<file path="src/rtl/serial_chunk_adder_pkg.sv">
// Shared definitions for serial_chunk_adder: FSM state encodings and chunk-count helper.
package serial_chunk_adder_pkg;

  typedef enum logic [1:0] {
    ST_IDLE = 2'd0,
    ST_RUN  = 2'd1,
    ST_DONE = 2'd2
  } state_t;

  function automatic int num_chunks(input int width, input int chunk);
    return width / chunk;
  endfunction

  // Index register needs at least one bit even when a single chunk covers the word.
  function automatic int idx_width(input int nchunk);
    return (nchunk > 1) ? $clog2(nchunk) : 1;
  endfunction

endpackage

</file>
<file path="src/rtl/ripple_adder_n.sv">
// CHUNK-bit combinational ripple adder built from a chain of full-adder cells.
module ripple_adder_n #(
  parameter int CHUNK = 4
) (
  input  logic [CHUNK-1:0] a,
  input  logic [CHUNK-1:0] b,
  input  logic             cin,
  output logic [CHUNK-1:0] sum,
  output logic             cout,
  output logic             msb_cin
);

  logic [CHUNK:0] carry;

  assign carry[0] = cin;

  for (genvar i = 0; i < CHUNK; i++) begin : g_fa
    assign sum[i]       = a[i] ^ b[i] ^ carry[i];
    assign carry[i + 1] = (a[i] & b[i]) | (carry[i] & (a[i] ^ b[i]));
  end

  assign cout    = carry[CHUNK];
  // Carry into the top bit; XOR with cout gives signed overflow.
  assign msb_cin = carry[CHUNK-1];

endmodule

</file>
<file path="src/rtl/serial_chunk_adder.sv">
// Multi-cycle add/subtract unit processing CHUNK bits per clock, LSB chunk first.
// Optional signed-overflow output enabled by defining SERIAL_ADDER_OVF_EN.
module serial_chunk_adder
  import serial_chunk_adder_pkg::*;
#(
  parameter int WIDTH = 16,
  parameter int CHUNK = 4
) (
  input  logic             clk,
  input  logic             reset,
  input  logic             start,
  input  logic [WIDTH-1:0] a,
  input  logic [WIDTH-1:0] b,
  input  logic             cin,
  input  logic             sub,
  output logic             busy,
  output logic             done,
  output logic [WIDTH-1:0] sum,
  output logic             cout
`ifdef SERIAL_ADDER_OVF_EN
  ,
  output logic             ovf
`endif
);

  localparam int NCHUNK = num_chunks(WIDTH, CHUNK);
  localparam int IDXW   = idx_width(NCHUNK);

  state_t           state_q, state_d;
  logic             accept;
  logic [WIDTH-1:0] a_q, b_q, psum_q, psum_d;
  logic             carry_q;
  logic [IDXW-1:0]  idx_q;
  logic [WIDTH-1:0] sum_q;
  logic             cout_q;
  logic             last_chunk;
  int               offset;
  logic [CHUNK-1:0] a_chunk, b_chunk, s_chunk;
  logic             c_chunk;

  always_comb begin
    offset  = int'(idx_q) * CHUNK;
    a_chunk = a_q[offset +: CHUNK];
    b_chunk = b_q[offset +: CHUNK];
    psum_d  = psum_q;
    psum_d[offset +: CHUNK] = s_chunk;
  end

  assign last_chunk = (idx_q == IDXW'(NCHUNK - 1));

`ifdef SERIAL_ADDER_OVF_EN
  logic msb_cin;
  logic ovf_q;

  ripple_adder_n #(.CHUNK(CHUNK)) u_adder (
    .a       (a_chunk),
    .b       (b_chunk),
    .cin     (carry_q),
    .sum     (s_chunk),
    .cout    (c_chunk),
    .msb_cin (msb_cin)
  );

  always_ff @(posedge clk) begin
    if (reset) begin
      ovf_q <= 1'b0;
    end else if (state_q == ST_RUN && last_chunk) begin
      ovf_q <= msb_cin ^ c_chunk;
    end
  end

  assign ovf = ovf_q;
`else
  ripple_adder_n #(.CHUNK(CHUNK)) u_adder (
    .a       (a_chunk),
    .b       (b_chunk),
    .cin     (carry_q),
    .sum     (s_chunk),
    .cout    (c_chunk),
    .msb_cin ()
  );
`endif

  // A start in DONE is accepted immediately so back-to-back operations lose no cycle.
  always_comb begin
    state_d = state_q;
    accept  = 1'b0;
    busy    = 1'b0;
    done    = 1'b0;
    case (state_q)
      ST_IDLE: begin
        if (start) begin
          accept  = 1'b1;
          state_d = ST_RUN;
        end
      end
      ST_RUN: begin
        busy = 1'b1;
        if (last_chunk) state_d = ST_DONE;
      end
      ST_DONE: begin
        done = 1'b1;
        if (start) begin
          accept  = 1'b1;
          state_d = ST_RUN;
        end else begin
          state_d = ST_IDLE;
        end
      end
      default: state_d = ST_IDLE;
    endcase
  end

  always_ff @(posedge clk) begin
    if (reset) begin
      state_q <= ST_IDLE;
      a_q     <= '0;
      b_q     <= '0;
      psum_q  <= '0;
      carry_q <= 1'b0;
      idx_q   <= '0;
      sum_q   <= '0;
      cout_q  <= 1'b0;
    end else begin
      state_q <= state_d;
      if (accept) begin
        // Subtraction is A + ~B + 1, so B is inverted once at capture.
        a_q     <= a;
        b_q     <= sub ? ~b : b;
        carry_q <= sub ? 1'b1 : cin;
        idx_q   <= '0;
      end else if (state_q == ST_RUN) begin
        psum_q  <= psum_d;
        carry_q <= c_chunk;
        idx_q   <= idx_q + 1'b1;
        if (last_chunk) begin
          sum_q  <= psum_d;
          cout_q <= c_chunk;
        end
      end
    end
  end

  assign sum  = sum_q;
  assign cout = cout_q;

endmodule
</file>
<file path="config.mk">
export PLATFORM = sky130hd
export DESIGN_NAME = serial_chunk_adder
export DESIGN_NICKNAME = d
export VERILOG_FILES = /design/src/rtl/serial_chunk_adder_pkg.sv /design/src/rtl/ripple_adder_n.sv /design/src/rtl/serial_chunk_adder.sv
export SDC_FILE = /design/constraint.sdc
export NUM_CORES = 1
export LEC_CHECK = 0
export BUFFER_PORTS_ARGS = -buffer_cell sky130_fd_sc_hd__buf_4
export CELL_PAD_IN_SITES_DETAIL_PLACEMENT = 0
export CELL_PAD_IN_SITES_GLOBAL_PLACEMENT = 1
export CORE_MARGIN = 2
export CORE_UTILIZATION = 42
export DETAILED_ROUTE_END_ITERATION = 10
export PLACE_DENSITY = 0.74
export SETUP_SLACK_MARGIN = 0.05
export SLEW_MARGIN = 0
export SYNTH_ARGS = -nofsm -noshare
export SYNTH_HDL_FRONTEND = slang
export SYNTH_SLANG_ARGS = --single-unit
</file>
<file path="constraint.sdc">
create_clock -name clk -period 4.3 [get_ports clk]
set_input_delay 0.215 -clock clk [delete_from_list [all_inputs] [get_ports clk]]
set_output_delay 0.215 -clock clk [all_outputs]
set_load 0.005 [all_outputs]
</file>
==> results of run 1 <==
-- layer usage --
metal | part of all wire | track usage
met4 | 0.016 | 0.0560
met2 | 0.47 | 0.268
met5 | 0 | 0
met3 | 0.044 | 0.0403
met1 | 0.47 | 0.237
-- synth_stat cells, types with 7 or more instances --
library cell	count
clkbuf_1	9
nand2_1	38
a21oi_1	22
nor3_1	19
xnor2_1	17
a211oi_1	16
buf_4	7
inv_1	16
buf_2	7
dfxtp_1	70
nor2_1	47
a221oi_1	16
a32oi_1	12
-- how the worst min path moves through the flow --
stage,from,to
after floorplan,a[0],a_q[0]
after global placement,a_q[14],a_q[14]
after detailed placement,a_q[14],a_q[14]
after CTS,a[10],a_q[10]
after global routing,a[10],a_q[10]
final,a[9],a_q[9]
-- sequential cells by signal, indices dropped and copies added, names as in the netlist --
signal / count
b_q: 16
sum: 16
cout: 1
psum_q: 16
idx_q: 2
a_q: 16
carry_q: 1
state_q: 2
-- placed cells by master, fill, tap and decap left out, drive strengths merged, types with 3 or more instances in the layout --
| master | n |
|---|---|
| a211oi | 17 |
| a21oi | 22 |
| a221oi | 16 |
| a32oi | 12 |
| and3b | 3 |
| buf | 56 |
| clkbuf | 10 |
| clkinv | 4 |
| dfxtp | 70 |
| fa | 4 |
| ha | 6 |
| inv | 16 |
| mux4 | 8 |
| nand2 | 38 |
| nand3b | 5 |
| nand4 | 4 |
| nor2 | 47 |
| nor2b | 4 |
| nor3 | 19 |
| xnor2 | 17 |
-- worst reg2reg max path, stage by stage, from the launching register on --
cell and delay, ns:
dfxtp_1 0.59, mux4_1 0.60, inv_1 0.09, fa_1 0.17, inv_1 0.05, fa_1 0.37, inv_1 0.08, fa_1 0.15
inv_1 0.05, fa_1 0.51, nor2b_1 0.43, a221oi_1 0.15, nor3_1 0.18
-- metrics by stage --
stage | cell area (sq um) | power, mW | hold slack, ns | std cells | setup WS [ns]
global route | 3810 | 1.48 | 0.111 | 490 | 0.486
global placement | 3610 | 0.891 | 0.440 | 474 | 0.872
finish | 3810 | 1.41 | 0.116 | 490 | 0.830
CTS | 3810 | 1.43 | 0.105 | 490 | 0.794
floorplan | 3250 | 0.846 | 0.351 | 345 | 1.13
detailed placement | 3610 | 0.894 | 0.446 | 474 | 0.800
-- where the power goes --
group | switching, mW | internal (mW)
sequential | 0.0198 | 0.676
clock | 0.253 | 0.282
combinational | 0.0971 | 0.0837
total | 0.370 | 1.04
-- cell families (layout without fill, tap and decap cells) --
| family | Yosys count | count (layout) | synth area share |
|---|---|---|---|
| adder cells (fa/ha/maj) | 10 | 10 | 0.0478 |
| multiplexers | 10 | 10 | 0.0663 |
| flip-flops | 70 | 70 | 0.432 |
| AO/OA/AOI/OAI | 67 | 67 | 0.150 |
| XOR/XNOR | 17 | 17 | 0.0459 |
| buffers and inverters | 45 | 88 | 0.0767 |
| AND/OR/NAND/NOR | 126 | 126 | 0.182 |
-- layout make-up --
type                    count  area (sq um)  share of cell area
multi-input cells         230          1600               0.421
flip-flops and latches     70          1400               0.368
repair buffers             56           420               0.110
clock buffers              10           138              0.0361
well taps                 102           128              0.0335
clock inverters             6          61.3              0.0161
inverters                  16          60.1              0.0158
==> summary.md, run 1 <==
| Metric | Value |
|---|---|
| Syn nets | `392` |
| Global-route wire length before repair | `11600 um` |
| Via Count | `2520` |
| CP max stage cell | `mux4_1` |
| Worst setup path startpoint | `idx_q[0]` |
| Crit path cell chain | `mux4_1 -> inv_1 -> fa_1 -> inv_1 -> fa_1 -> inv_1 -> fa_1 -> inv_1 -> fa_1 -> nor2b_1 -> a221oi_1 -> nor3_1` |
| Number of synthesized register bits | `70` |
| Placed wire-length estimate | `4520 um` |
| Crit path largest cell delay | `0.60 ns` |
| Initial core utilization | `0.427` |
| Kind of start point of the critical path | `flip-flop` |
| Yosys cell types | `30` |
| CP top delay family | `adder cells` |
| Leak Pwr | `1.53 nW` |
| Number of buffers inserted by hold repair at cts | `0` |
| Avg Cell Area, Syn | `9.41 sq um` |
| Yosys top cell area share | `0.432` |
| Peak supply drop | `0.000177 V` |
| Worst Path Required | `4.57 ns` |
| Ratio of cells with drive above 1 in the final layout | `0.209` |
| R2R cell count | `12` |
| Worst Max-Slew Pin Slew | `0.959 ns` |
| Placer Congestion | `0.786` |
| Max Root-Sink Buffers | `2` |
| Hold depth | `3` |
| Clock sinks | `70` |
| H-tree levels | `3` |
| Hold Crit Class | `input pin to flip-flop` |
| Io pins | `56` |
| Final net count | `430` |
| Post-cts resize count | `0` |
| Die area | `0.00845 sq mm` |
| Post-Synthesis Cells | `345` |
| Pre-antenna DRT Iters | `4` |
| Initial antenna violation count | `0` |
| Area leader, netlist | `dfxtp_1` |
| Worst r2r dst | `sum[7]` |
| Reg clk slew, reported paths | `0.07 ns` |
| Critical path endpoint category | `flip-flop` |
| Crit path depth | `12` |
| Outcome | `complete, no violations` |
| FFs w/ async S/R, synth | `0` |
| TritonCTS clock tree | `done` |
| Grt total ovfl | `0` |
| Power Dens Cells | `370 mW/mm^2` |
| Wire per inst | `14.1 um` |
| Slew headroom | `0.360` |
| Clk root buf | `clkbuf_8` |
| Final WL | `6890 um` |
| Clock Skew | `0.0118 ns` |
| Endpoints failing hold | `0` |
| Setup crit end | `sum[7]` |
| WS Path Type | `flip-flop to flip-flop` |
| Total GRT Usage | `0.172` |
| Fillcell total | `759` |
| Max-cap viol count | `0` |
| Final period util | `0.807` |
| TNS Setup | `0 ns` |
| Max Slew Vio Count | `0` |
| Mapped Area | `0.00325 sq mm` |
| Min cycle time layout | `3.47 ns` |
| Initial drt markers | `94` |
| Core Util, Final | `0.501` |
| Port Buf Inserts | `55` |
| Vias/cell | `5.14` |
| Syn-to-layout area delta | `17.4%` |
| Vias in the first global route | `2387` |
| DIE HEIGHT | `91.9 um` |
| Die X | `91.9 um` |
| Register area share after synthesis | `0.432` |
| Core area | `0.00761 sq mm` |
| N_diodes | `0` |
| Drt drc | `0` |
| Later-pin clock latency in the skew report | `0.34 ns` |
| Fmax | `288 MHz` |
| Top area cells in the synthesized netlist | `dfxtp_1 43%, nor2_1 5.4%, xnor2_1 4.6%` |
| Largest net degree at the start of global routing | `71` |
| CTS Buf Count | `9` |
| Post-synth EDFFs | `0` |
| Rows | `32` |
| Setup Buffers After CTS | `0` |
| WP data arrival | `3.74 ns` |
| Antenna Violating Nets Remaining | `0` |
| Reg-to-Reg Start | `idx_q[0]` |
| CP bufs+invs | `4` |
| Final setup violation count | `0` |
| Reg-to-reg slack, setup | `0.83 ns` |
| Synth warn | `0` |
| Crit Path Max Fanout | `8` |
| Unrepaired setup endpoints after global routing | `no` |
| Top FF cell, synth | `dfxtp_1` |
No activity file was read; power rests on OpenSTA's default activity.
==> run 2: changes to the inputs <==
==> constraint.sdc (replaced) <==
create_clock -name clk -period 3.45 [get_ports clk]
set_input_delay 0.1725 -clock clk [delete_from_list [all_inputs] [get_ports clk]]
set_output_delay 0.1725 -clock clk [all_outputs]
set_load 0.005 [all_outputs]
==> summary.md, run 2 (synthesis results as in run 1) <==
| Metric | Value |
|---|---|
| Overall power | `1.63 mW (+15%)` |
| Global-route wire length before repair | `11700 um (+0.82%)` |
| DIE HEIGHT | `91.9 um (unchanged)` |
| Reg-to-Reg Start | `idx_q[0]` |
| Worst Path Required | `3.64 ns (-0.93 ns)` |
| Later-pin clock latency in the skew report | `0.33 ns (about the same)` |
| Number of buffers inserted by hold repair at cts | `0 (unchanged)` |
| Die area | `0.00845 sq mm (unchanged)` |
| Via Count | `2546 (+1.0%)` |
| Vias in the first global route | `2380 (-0.29%)` |
| Ratio of cells with drive above 1 in the final layout | `0.205 (-0.00363)` |
| Crit Path Max Fanout | `6 (-2)` |
| CTS Buf Count | `9 (unchanged)` |
| Outcome | `complete, no violations` |
| Drt drc | `0 (unchanged)` |
| Fillcell total | `788 (+3.8%)` |
| Port Buf Inserts | `55 (unchanged)` |
| WS Path Type | `flip-flop to flip-flop` |
| Antenna Violating Nets Remaining | `0 (unchanged)` |
| Seq pwr share | `0.531 (+0.038)` |
| Fmax | `323 MHz (+12%)` |
| Combinational cell fraction of total power | `0.141 (+0.013)` |
| Clk root buf | `clkbuf_8` |
| Worst Max-Slew Pin Slew | `1.02 ns (+0.0585 ns)` |
| Unrepaired setup endpoints after global routing | `no` |
| Placer Congestion | `0.794 (+1.0%)` |
| Most frequent cells in the layout | `69 x dfxtp_1, 59 x buf_4, 47 x nor2_1, 38 x nand2_1, 22 x a21oi_1` |
| TNS Setup | `0 ns (unchanged)` |
| Hold path start | `a[9]` |
| Min cycle time layout | `3.10 ns (-0.370 ns)` |
| Kind of start point of the critical path | `flip-flop` |
| Placed wire-length estimate | `4620 um (+2.1%)` |
| Max-cap viol count | `0 (unchanged)` |
| P_sw | `425 uW (+15%)` |
| Grt total ovfl | `0 (unchanged)` |
| Final WL | `6950 um (+0.80%)` |
| Endpoints failing hold | `0 (unchanged)` |
| Syn-to-layout area delta | `16.6%` |
| Power Dens Cells | `431 mW/mm^2 (+16%)` |
| Internal Power | `1.21 mW (+16%)` |
| Vias/cell | `5.17 (+0.62%)` |
| Max Root-Sink Buffers | `2 (unchanged)` |
| Initial antenna violation count | `0 (unchanged)` |
| TritonCTS clock tree | `done` |
| Largest net degree at the start of global routing | `71 (unchanged)` |
| Final setup violation count | `0 (unchanged)` |
| Leak Pwr | `1.52 nW (-0.53%)` |
| Clock sinks | `70 (unchanged)` |
| Setup Buffers After CTS | `0 (unchanged)` |
| Max Slew Vio Count | `0 (unchanged)` |
| H-tree levels | `3 (unchanged)` |
| Initial drt markers | `97 (+3.2%)` |
| Clock power share | `0.328 (-0.051)` |
| Final period util | `0.898 (+0.0915)` |
| Worst setup path startpoint | `idx_q[0]` |
| Most common cell after layout, fill and taps aside | `dfxtp_1` |
| Reg clk slew, reported paths | `0.07 ns (about the same)` |
| Io pins | `56 (unchanged)` |
| Wire per inst | `14.1 um (+0.39%)` |
| Hold Worst Slack | `0.0815 ns (-0.0340 ns)` |
| Core area | `0.00761 sq mm (unchanged)` |
| Pre-antenna DRT Iters | `4 (unchanged)` |
| Clock Skew | `0.00759 ns (-0.00424 ns)` |
| Rows | `32 (unchanged)` |
| Slew headroom | `0.321 (-0.0391)` |
| Total GRT Usage | `0.175 (+0.00271)` |
| Die X | `91.9 um (unchanged)` |
| Critical path endpoint category | `flip-flop` |
| WP data arrival | `3.29 ns (-0.45 ns)` |
| N_diodes | `0 (unchanged)` |
| Initial core utilization | `0.427 (unchanged)` |
| Final net count | `433 (+0.70%)` |
| Core Util, Final | `0.498 (-0.00345)` |
| Sw Share | `0.261 (-0.00181)` |
| Peak supply drop | `0.000194 V (+9.4%)` |
| Hold Crit Class | `input pin to flip-flop` |
## run 2: cell count changes in the layout (fill, tap and decap cells not counted), sizes merged
cell / previous run / this run
buf: 56 / 59
bufinv: 1 / 0
clkbuf: 10 / 13
clkinv: 4 / 2
clkinvlp: 1 / 0
## run 2: critical path, stage by stage, from the launching register on
cell and delay, ns:
dfxtp_2 0.38, mux4_1 0.55, inv_1 0.09, fa_1 0.16, inv_1 0.05, fa_1 0.35, inv_1 0.07, fa_1 0.17
inv_1 0.05, fa_1 0.46, nor2b_1 0.15, buf_4 0.16, a221oi_1 0.25, nor3_1 0.08
## run 2: power groups by stage
stage	Clock (mW)	Combinational, mW	Sequential [mW]
after global routing	0.593	0.258	0.871
after global placement	0	0.228	0.885
after floorplan	0	0.180	0.874
after detailed placement	0	0.233	0.885
after CTS	0.556	0.233	0.867
final	0.534	0.230	0.867
## run 2: metal layers
layer  global-route usage  wire length, um
met5                    0                0
met3               0.0320              327
met1                0.241             3250
met2                0.274             3270
met4               0.0672              103
## run 2: area by class of cell
class | instances | area (sq um) | area share
inverter | 16 | 60.1 | 0.0159
sequential | 70 | 1400 | 0.370
tap | 102 | 128 | 0.0337
timing repair buffer | 59 | 443 | 0.117
clock buffer | 13 | 139 | 0.0367
multi-input combinational | 230 | 1600 | 0.424
clock inverter | 2 | 10.0 | 0.00264
## run 2: metrics by stage
step                setup slack [ns]  cell area (sq um)  cells
floorplan                      0.276               3250    345
global placement               0.307               3640    477
detailed placement             0.281               3640    477
CTS                            0.264               3780    492
global route                   0.110               3790    492
finish                         0.351               3790    492
## run 2: worst paths after layout
check	to	slack (ns)	cells past startpoint
hold / removal	a_q[9]	0.08	3
setup reg to reg	sum[15]	0.35	13
setup / recovery	sum[15]	0.35	13
hold reg to reg	psum_q[12]	0.45	2
## run 2: timing repair
action	4_1_cts	5_1_grt
resized for setup	0	1
hold endpoints to repair	0	0
endpoints found under the setup margin	0	2
